$ cat src/rtl/mult_pkg.sv
// Shared types, default sizes and a two's complement helper for the multiply/divide units.
package mult_pkg;

  localparam int unsigned WIDTH_DEF = 32;
  localparam int unsigned CNT_W_DEF = 6;
  // Widest value the helper handles: a full 2*WIDTH product at the default width.
  localparam int unsigned MAX_W     = 64;

  typedef enum logic [1:0] {
    ST_IDLE = 2'd0,
    ST_BUSY = 2'd1,
    ST_DONE = 2'd2
  } state_t;

  // Conditional two's complement negate. Callers zero-extend into MAX_W and truncate back.
  function automatic logic [MAX_W-1:0] neg_if(input logic [MAX_W-1:0] x, input logic en);
    return en ? (~x + MAX_W'(1)) : x;
  endfunction

endpackage

$ cat src/rtl/mult_if.sv
// Issue/result bundle between the EX stage and the HI/LO multiplier.
interface mult_if #(
  parameter int unsigned WIDTH = mult_pkg::WIDTH_DEF
);
  logic             start;
  logic             is_signed;
  logic [WIDTH-1:0] a;
  logic [WIDTH-1:0] b;
  logic             flush;
  logic             mthi;
  logic             mtlo;
  logic [WIDTH-1:0] wdata;
  logic             busy;
  logic             done;
  logic [WIDTH-1:0] hi;
  logic [WIDTH-1:0] lo;

  modport master (
    output start, is_signed, a, b, flush, mthi, mtlo, wdata,
    input  busy, done, hi, lo
  );

  modport slave (
    input  start, is_signed, a, b, flush, mthi, mtlo, wdata,
    output busy, done, hi, lo
  );
endinterface

$ cat src/rtl/mult_core.sv
// Shift-add datapath: operand magnitudes, 2*WIDTH accumulator and one iteration per step.
module mult_core
  import mult_pkg::*;
#(
  parameter int unsigned WIDTH = WIDTH_DEF
) (
  input  logic               clk,
  input  logic               rst_n,
  input  logic               load,
  input  logic               step,
  input  logic               is_signed,
  input  logic [WIDTH-1:0]   a,
  input  logic [WIDTH-1:0]   b,
  output logic               neg,
  output logic [2*WIDTH-1:0] prod_nxt_c
);

  logic [WIDTH-1:0]   mcand;
  logic [WIDTH-1:0]   mplier;
  logic [2*WIDTH-1:0] acc;
  logic [WIDTH-1:0]   addend;
  logic [WIDTH:0]     sum;

  // One iteration: add into the upper half, then shift {carry, acc} right by one.
  always_comb begin
    addend     = mplier[0] ? mcand : '0;
    sum        = {1'b0, acc[2*WIDTH-1:WIDTH]} + {1'b0, addend};
    prod_nxt_c = {sum, acc[WIDTH-1:1]};
  end

  // Magnitudes are unsigned, so the most-negative operand still fits exactly.
  always_ff @(posedge clk or negedge rst_n) begin
    if (!rst_n) begin
      mcand  <= '0;
      mplier <= '0;
      acc    <= '0;
      neg    <= 1'b0;
    end else if (load) begin
      mcand  <= WIDTH'(neg_if(MAX_W'(a), is_signed & a[WIDTH-1]));
      mplier <= WIDTH'(neg_if(MAX_W'(b), is_signed & b[WIDTH-1]));
      acc    <= '0;
      neg    <= is_signed & (a[WIDTH-1] ^ b[WIDTH-1]);
    end else if (step) begin
      acc    <= prod_nxt_c;
      mplier <= mplier >> 1;
    end
  end

endmodule

$ cat src/rtl/mult_unit.sv
// MULT/MULTU unit for EX: sequencing FSM, iteration counter, HI/LO and MTHI/MTLO/flush arbitration.
module mult_unit
  import mult_pkg::*;
#(
  parameter int unsigned WIDTH = WIDTH_DEF,
  parameter int unsigned CNT_W = CNT_W_DEF
) (
  input logic    clk,
  input logic    rst_n,
  mult_if.slave  bus
);

  state_t             state, state_nxt;
  logic [CNT_W-1:0]   cnt, cnt_nxt;
  logic [WIDTH-1:0]   hi_q, lo_q, hi_nxt, lo_nxt;
  logic               busy_q, done_q;
  logic               load_c, step_c, neg;
  logic [2*WIDTH-1:0] prod_nxt_c;
  logic [2*WIDTH-1:0] result_c;

  mult_core #(.WIDTH(WIDTH)) u_core (
    .clk        (clk),
    .rst_n      (rst_n),
    .load       (load_c),
    .step       (step_c),
    .is_signed  (bus.is_signed),
    .a          (bus.a),
    .b          (bus.b),
    .neg        (neg),
    .prod_nxt_c (prod_nxt_c)
  );

  // Sign fix-up of the final iteration, written to HI/LO on the completion edge.
  assign result_c = (2*WIDTH)'(neg_if(MAX_W'(prod_nxt_c), neg));

  always_comb begin
    state_nxt = state;
    cnt_nxt   = cnt;
    hi_nxt    = hi_q;
    lo_nxt    = lo_q;
    load_c    = 1'b0;
    step_c    = 1'b0;
    case (state)
      ST_BUSY: begin
        if (bus.flush) begin
          state_nxt = ST_IDLE;
        end else begin
          step_c  = 1'b1;
          cnt_nxt = cnt + CNT_W'(1);
          if (cnt == CNT_W'(WIDTH - 1)) begin
            {hi_nxt, lo_nxt} = result_c;
            state_nxt        = ST_DONE;
          end
        end
      end
      default: begin
        if (bus.mthi) hi_nxt = bus.wdata;
        if (bus.mtlo) lo_nxt = bus.wdata;
        // A flush in the issue slot kills the same-cycle start.
        if (bus.start && !bus.flush) begin
          load_c    = 1'b1;
          cnt_nxt   = '0;
          state_nxt = ST_BUSY;
        end else begin
          state_nxt = ST_IDLE;
        end
      end
    endcase
  end

  always_ff @(posedge clk or negedge rst_n) begin
    if (!rst_n) begin
      state  <= ST_IDLE;
      cnt    <= '0;
      hi_q   <= '0;
      lo_q   <= '0;
      busy_q <= 1'b0;
      done_q <= 1'b0;
    end else begin
      state  <= state_nxt;
      cnt    <= cnt_nxt;
      hi_q   <= hi_nxt;
      lo_q   <= lo_nxt;
      busy_q <= (state_nxt == ST_BUSY);
      done_q <= (state_nxt == ST_DONE);
    end
  end

  assign bus.busy = busy_q;
  assign bus.done = done_q;
  assign bus.hi   = hi_q;
  assign bus.lo   = lo_q;

endmodule

$ cat src/flat_wrapper.sv
// flat-port wrapper written by rule: the top's interface ports become plain ports
module mult_unit_flat import mult_pkg::*;
#(
  parameter int unsigned WIDTH = WIDTH_DEF,
  parameter int unsigned CNT_W = CNT_W_DEF
)
  (clk, rst_n, bus_start, bus_is_signed, bus_a, bus_b, bus_flush, bus_mthi, bus_mtlo, bus_wdata, bus_busy, bus_done, bus_hi, bus_lo);
  mult_if #(.WIDTH(WIDTH)) bus_i ();
  input logic clk;
  input logic rst_n;
  input wire logic [$bits(bus_i.start)-1:0] bus_start;
  input wire logic [$bits(bus_i.is_signed)-1:0] bus_is_signed;
  input wire logic [$bits(bus_i.a)-1:0] bus_a;
  input wire logic [$bits(bus_i.b)-1:0] bus_b;
  input wire logic [$bits(bus_i.flush)-1:0] bus_flush;
  input wire logic [$bits(bus_i.mthi)-1:0] bus_mthi;
  input wire logic [$bits(bus_i.mtlo)-1:0] bus_mtlo;
  input wire logic [$bits(bus_i.wdata)-1:0] bus_wdata;
  output wire logic [$bits(bus_i.busy)-1:0] bus_busy;
  output wire logic [$bits(bus_i.done)-1:0] bus_done;
  output wire logic [$bits(bus_i.hi)-1:0] bus_hi;
  output wire logic [$bits(bus_i.lo)-1:0] bus_lo;
  assign bus_i.start = bus_start;
  assign bus_i.is_signed = bus_is_signed;
  assign bus_i.a = bus_a;
  assign bus_i.b = bus_b;
  assign bus_i.flush = bus_flush;
  assign bus_i.mthi = bus_mthi;
  assign bus_i.mtlo = bus_mtlo;
  assign bus_i.wdata = bus_wdata;
  assign bus_busy = bus_i.busy;
  assign bus_done = bus_i.done;
  assign bus_hi = bus_i.hi;
  assign bus_lo = bus_i.lo;
  mult_unit #(.WIDTH(WIDTH), .CNT_W(CNT_W)) u_core (.clk(clk), .rst_n(rst_n), .bus(bus_i));
endmodule
$ cat config.mk
export PLATFORM = sky130hd
export DESIGN_NAME = mult_unit_flat
export DESIGN_NICKNAME = d
export VERILOG_FILES = /design/src/rtl/mult_pkg.sv /design/src/rtl/mult_if.sv /design/src/rtl/mult_core.sv /design/src/rtl/mult_unit.sv /design/src/flat_wrapper.sv
export SDC_FILE = /design/constraint.sdc
export NUM_CORES = 1
export LEC_CHECK = 0
export ABC_AREA = 1
export BUFFER_PORTS_ARGS = -buffer_cell sky130_fd_sc_hd__buf_4
export CAP_MARGIN = 20
export CORE_ASPECT_RATIO = 0.5
export CORE_MARGIN = 3
export CORE_UTILIZATION = 42
export CTS_BUF_LIST = sky130_fd_sc_hd__clkbuf_2 sky130_fd_sc_hd__clkbuf_4 sky130_fd_sc_hd__clkbuf_8
export DETAILED_ROUTE_END_ITERATION = 6
export SETUP_SLACK_MARGIN = 0.05
export SYNTH_ARGS = -nofsm -noshare
export SYNTH_HDL_FRONTEND = slang
export SYNTH_SLANG_ARGS = --single-unit
$ cat constraint.sdc
create_clock -name clk -period 9 [get_ports clk]
set_input_delay 0.9 -clock clk [delete_from_list [all_inputs] [get_ports clk]]
set_output_delay 0.9 -clock clk [all_outputs]
set_load 0.05 [all_outputs]
-- Word-level counts from Yosys, hierarchy flattened
Cells that the tools add are included.
- register bits: 203
- logic and storage cells: 64
- add/subtract/negate cells: 5
- reduce and logical (&&, ||, !) cells: 9
- bitwise logic cells: 7
- muxes and demuxes: 27
- eq/ne operators: 6
- operator list (operator ; count):
    $mux 32 ; 13
    $mux 64 ; 3
    $add 32x1->32 const B ; 2
    $add 64x1->64 const B ; 1
    $not 32->32 ; 2
    $not 64->64 ; 1
    $add 32x32->33 ; 1
    $mux 6 ; 3
    $reduce_bool 2->1 ; 4
    $add 6x1->6 const B ; 1
    $eq 6x5->1 const B ; 1
    $mux 2 ; 3
    $reduce_and 3->1 ; 2
    $mux 1 ; 5
    $eq 2x1->1 const B ; 2
    $ne 2x2->1 const B ; 2
    $and 1x1->1 ; 3
    $eq 2x2->1 const B ; 1
    $reduce_and 2->1 ; 1
    $logic_and 1x1->1 ; 1
    $logic_not 1->1 ; 1
    $xor 1x1->1 ; 1

-- Longest topological paths before layout
- depth after elaboration: 8
- mapped depth: 25
- depth with buffers taken out: 23

-- Cells and area by module
A second synthesis with hierarchy kept.
- cells, all modules: 2465
- area, all modules: 15700.1 µm²
- by module, submodules not included (module ; seq. area each (µm²) ; cells each ; area an instance (µm²) ; times used):
    mult_core ; 3203.1 ; 1560 ; 9988.3 ; 1
    mult_unit ; 1851.8 ; 905 ; 5711.7 ; 1

-- Worst setup path before layout
No wires, ideal clock.
- kind: register to register
- start: reg u_core.u_core.mplier[0]
- end: reg u_core.hi_q[31] (netlist: u_core.bus.hi[31])
- required time: 8.927 ns
- cell stages (with the launch flop): 22
- slack: 6.099 ns
- path buffers: 2
- arrival time: 2.828 ns
- cell sequence: dfrtp_1 -> clkbuf_1 -> clkbuf_1 -> nand2_1 -> inv_1 -> ha_1 -> fa_1 -> inv_1 -> nand2_1 -> nor2_1 -> nand3_1 -> nor2_4 -> nand2_2 -> nor2_4 -> nand3_2 -> nor2_4 -> nand3_2 -> nand2_2 -> nand2_1 -> nand2_1 -> nand3_1 -> a21oi_2
- longest elaborated chain between the ends: 8
- RTL lines (what ; RTL line ; source):
    from (decl) ; mult_core.sv:19 ; logic [WIDTH-1:0] mplier;
    from (signal assigned) ; mult_core.sv:40 ; mplier <= WIDTH'(neg_if(MAX_W'(b), is_signed & b[WIDTH-1]));
    from (signal assigned) ; mult_core.sv:45 ; mplier <= mplier >> 1;
    $mux 32 (*) ; mult_core.sv:26 ; addend = mplier[0] ? mcand : '0;
    $add 32x32->33 (*) ; mult_core.sv:27 ; sum = {1'b0, acc[2*WIDTH-1:WIDTH]} + {1'b0, addend};
    $not 64->64 ; mult_pkg.sv:17 ; return en ? (~x + MAX_W'(1)) : x;
    $add 64x1->64 ; mult_pkg.sv:17 ;
    $mux 64 (*) ; mult_pkg.sv:17 ;
    $mux 32 (*) ; mult_unit.sv:50 ; if (cnt == CNT_W'(WIDTH - 1)) begin
    $mux 32 (*) ; mult_unit.sv:45 ; if (bus.flush) begin
    $mux 32 (*) ; mult_unit.sv:43 ; case (state)
    to (signal assigned) ; mult_unit.sv:82 ; hi_q <= hi_nxt;
    to (decl) ; mult_unit.sv:15 ; logic [WIDTH-1:0] hi_q, lo_q, hi_nxt, lo_nxt;
Mark *: on every way between the ends. The rest lies on a longest branch, timed or not. The select of a mux whose other input is x is not followed.
A chain may end at the register's enable or synchronous reset.

-- Worst setup path after layout
- start: reg u_core.state[0]
- end: reg u_core.lo_q[3] (netlist: u_core.bus.lo[3])
- longest elaborated chain between the ends: 3
- RTL lines (what ; RTL line ; source):
    from (decl) ; mult_unit.sv:13 ; state_t state, state_nxt;
    from (signal assigned) ; mult_unit.sv:80 ; state <= state_nxt;
    $eq 2x1->1 (*) ; mult_unit.sv:43 ;
    $ne 2x2->1 (no line) / $reduce_bool 2->1 (equally long branches) ; -- ;
    $reduce_and 3->1 (no line) ; -- ;
    to (signal assigned) ; mult_unit.sv:83 ; lo_q <= lo_nxt;
    to (decl) ; mult_unit.sv:15 ;
Mark *: on every way between the ends. The rest lies on a longest branch, timed or not.

==> impl_metrics.env <==
export IMPL_rows=47
export IMPL_hold_viol=0
export IMPL_critPathBufInv=7
export IMPL_ys_seq_area_share_pct=35.26
export IMPL_gp_congestion=0.8939
export IMPL_htreeDepth=2
export IMPL_rsz0062_at_grt="false"
export IMPL_grt_pass1_wl_um=71680
export IMPL_grt_use_total_pct=24.60
export IMPL_numCtsBuffers=34
export IMPL_cts_hold_buf=0
export IMPL_design_area_sq_um=16680
export IMPL_final_antenna_net_count=0
export IMPL_final_nets=2425
export IMPL_clock_power_share_pct=22.0
export IMPL_num_vias=14320
export IMPL_hold_path_class="input port to async pin"
export IMPL_cts_tree="done"
export IMPL_synth_nets=2283
export IMPL_crit_family="buffers and inverters"
export IMPL_status="finished clean"
export IMPL_slowest_delay_ns=0.62
export IMPL_leakagePower_nw=8.627
export IMPL_slew_headroom_pct=33.54
export IMPL_tightestPinTransition_ns=0.9970
export IMPL_worstPathRequired_ns=9.43
export IMPL_r2r_start="u_core.state[0]$_DFF_PN0_"
export IMPL_wire_per_inst_um=16.21
export IMPL_p_per_area_nw_per_um2=238.5
export IMPL_netlist_instances=2143
export IMPL_period_share_pct=45.02
export IMPL_overflow=0
export IMPL_grt_pass1_vias=13404
export IMPL_drtPass1Iterations=6
export IMPL_ys_seq_elements=202
export IMPL_crit_type="flop to flop"
export IMPL_drtIter0Drc=1285
export IMPL_die_w_um=267.3
export IMPL_core_sq_um=33340
export IMPL_cts_sinks=202
export IMPL_critical_path_cell_chain="inv_1 -> nor2_4 -> buf_4 -> inv_2 -> buf_4 -> nor2_2 -> nand3_1 -> inv_1 -> a21oi_2 -> inv_1 -> buf_4 -> nor2_1 -> a31oi_1"
export IMPL_grt_start_max_net_pins=94
export IMPL_clk_latency_ns=0.57
export IMPL_wl_um=44580
export IMPL_io_buffers=168
export IMPL_avgSynthCellArea_sq_um=6.690
export IMPL_drt_drc_violations_left=0
export IMPL_max_cap_violations=0
export IMPL_peakVddDrop_v=0.00007765
export IMPL_cp_slowest_cell="buf_4"
export IMPL_p_comb_share_pct=47.2
export IMPL_antenna_found_initial=0
export IMPL_cts_root_buffer="clkbuf_8"
export IMPL_cts_resized=0
export IMPL_netlist_cell_type_count=44
export IMPL_placed_cell_area_sq_um=15960
export IMPL_n_antenna_cell=0
export IMPL_pin_count=169
export IMPL_viasPerCell=5.207
export IMPL_ys_warn_count=0
export IMPL_internal_power_mw=2.138
export IMPL_start_util_pct=43.00
export IMPL_p_sw_share_pct=46.26
export IMPL_path_clk_slew_ns=0.07
export IMPL_cp_end_kind="flop"
export IMPL_layout_drive_gt1_share_pct=16.28
export IMPL_synth_area_sq_um=14340
export IMPL_syn_to_final_growth_pct=16.33
export IMPL_r2r_slack_ns=4.95
export IMPL_final_setup_tns_ns=0
export IMPL_power_switching_mw=1.840
export IMPL_reg2reg_depth=13
export IMPL_fmax_ghz=0.2468
export IMPL_num_fill_cells=3449
export IMPL_place_hpwl_um=33170
export IMPL_die_area_sq_um=36520
export IMPL_die_h_um=136.6
export IMPL_fin_crit_ns=4.051
export IMPL_clock_path_buffers=3
export IMPL_setup_viol=0
export IMPL_crit_path_start_kind="flop"
export IMPL_whs_ns=0.3923
export IMPL_fin_skew_ns=0.04089
export IMPL_pwr_share_seq_pct=30.9
export IMPL_crit_fanout=64
export IMPL_cts_setup_buffers=0
export IMPL_final_max_slew_viol_count=0
export IMPL_arrival_ns=4.48
export IMPL_rr_endpoint="u_core.bus.lo[3]$_DFFE_PN0P_"
placed cells by master (no fill, tap or decap), types with 31 or more instances in the layout:
cell type	synthesis	layout
nand2_2	38	39
buf_4	2	180
ha_1	36	36
inv_1	250	249
nand2_1	593	592
xor2_1	31	31
nand3_1	142	141
o21ai_0	157	157
dfrtp_1	202	201
o22ai_1	31	31
clkbuf_8	0	42
a21oi_1	97	97
a31oi_1	38	38
nor2_1	231	231
layer usage:
layer,vias to the layer above,wire (um),global-route usage [%],part of all wire [%]
met5,-,0,0,0
met2,348,20100,39.32,45
li1,7216,-,-,-
met4,0,627,4.833,1.4
met1,6710,21240,35.45,48
met3,46,2613,3.880,5.9
synthesized netlist by cell type:
cell        n  area (sq um)
a21boi_0    1         7.510
a21o_1      1         7.510
a21oi_1    97         485.5
a21oi_2     7         61.31
a22o_1      1         8.760
a31oi_1    38         237.7
and2_1      1         6.260
buf_1       5         18.77
buf_2      13         65.06
buf_4       2         15.01
clkbuf_1   56         210.2
clkinv_1    6         22.52
dfrtp_1   202          5055
fa_1        1         20.02
ha_1       36         450.4
inv_1     250         938.4
inv_2      27         101.4
mux2i_1     1         10.01
nand2_1   593          2226
nand2_2    38         237.7
nand3_1   142         710.7
nand3_2    12         120.1
nand3_4     2         35.03
nand3b_1   16         120.1
nand4_1    27         168.9
nor2_1    231         867.1
nor2_2     15         93.84
nor2_4     13         146.4
nor3_1     17         85.08
nor3_2      7         70.07
nor4_1      8         50.05
o211ai_1   10         75.07
o21a_1      1         7.510
o21ai_0   157         785.8
o21ai_1     9         45.04
o221ai_1    7         61.31
o22a_1      1         8.760
o22ai_1    31         193.9
o41ai_1     1         8.760
or2_0       1         6.260
or2_1       1         6.260
or2_2       9         56.30
xnor2_1    18         157.7
xor2_1     31         271.5
worst reg2reg max path, stage by stage, from the launching register on:
cell and delay, ns:
dfrtp_1 0.36, inv_1 0.09, nor2_4 0.03, buf_4 0.32, inv_2 0.15, buf_4 0.62
nor2_2 0.20, nand3_1 0.20, inv_1 0.19, a21oi_2 0.62, inv_1 0.59, buf_4 0.39
nor2_1 0.12, a31oi_1 0.06
layout make-up:
cell class                      instances  area [sq um]  share of cell area [%]
Sequential cell                       202          5056                   30.32
Inverter                              283          1064                   6.377
Tap cell                              441         551.8                   3.309
Clock inverter                          7         43.79                  0.2626
Clock buffer                           53         654.4                   3.924
Multi-Input combinational cell       1582          7923                   47.51
Timing Repair Buffer                  182          1385                   8.305
power by group through the flow:
| stage | clock network (mW) | logic, mW | registers, mW |
|---|---|---|---|
| after floorplan | 0 | 1.08 | 1.46 |
| after global placement | 0 | 1.85 | 1.24 |
| after detailed placement | 0 | 1.86 | 1.24 |
| after CTS | 0.895 | 1.87 | 1.23 |
| after global routing | 0.936 | 2.08 | 1.25 |
| final | 0.874 | 1.88 | 1.23 |
logic make-up after synthesis:
| family | count (synthesis) | share of synthesized area, % |
|---|---|---|
| flops | 202 | 35.26 |
| simple gates | 1133 | 34.92 |
| mux | 1 | 0.06982 |
| xor+xnor | 49 | 2.994 |
| compound gates | 362 | 13.91 |
| fa+ha+maj | 37 | 3.282 |
| buf+inv | 359 | 9.565 |
worst max-delay path by stage:
stage	depth (start not counted)	slack [ns]	endpoint	startpoint
floorplan	21	6.10	u_core.bus.hi[31]$_DFFE_PN0P_	u_core.u_core.mplier[0]$_DFFE_PN0P_
global placement	13	5.03	u_core.bus.lo[7]$_DFFE_PN0P_	u_core.state[0]$_DFF_PN0_
detailed placement	9	4.97	u_core.u_core.mplier[21]$_DFFE_PN0P_	u_core.state[1]$_DFF_PN0_
CTS	9	4.97	u_core.u_core.mplier[17]$_DFFE_PN0P_	u_core.state[1]$_DFF_PN0_
global route	9	4.61	u_core.u_core.mplier[21]$_DFFE_PN0P_	u_core.state[1]$_DFF_PN0_
finish	13	4.95	u_core.bus.lo[3]$_DFFE_PN0P_	u_core.state[0]$_DFF_PN0_
registers in the layout (all words and copies together) (netlist names):
register and count:
u_core.state 2, u_core.bus.done 1, u_core.cnt 6, u_core.u_core.acc 63, u_core.bus.lo 32, u_core.u_core.neg 1
u_core.u_core.mplier 32, u_core.bus.hi 32, u_core.u_core.mcand 32, u_core.bus.busy 1
per-stage QoR:
step / total power, mW / worst slack (ns) / util, % / instances
final: 3.978 / 4.949 / 50.02 / 2750
after global routing: 4.264 / 4.611 / 50.02 / 2750
after CTS: 3.991 / 4.969 / 49.96 / 2749
after detailed placement: 3.104 / 4.972 / 47.86 / 2689
after global placement: 3.089 / 5.030 / 47.86 / 2689
after floorplan: 2.536 / 6.099 / - / 2143
Power figures use the tool's default switching activity.
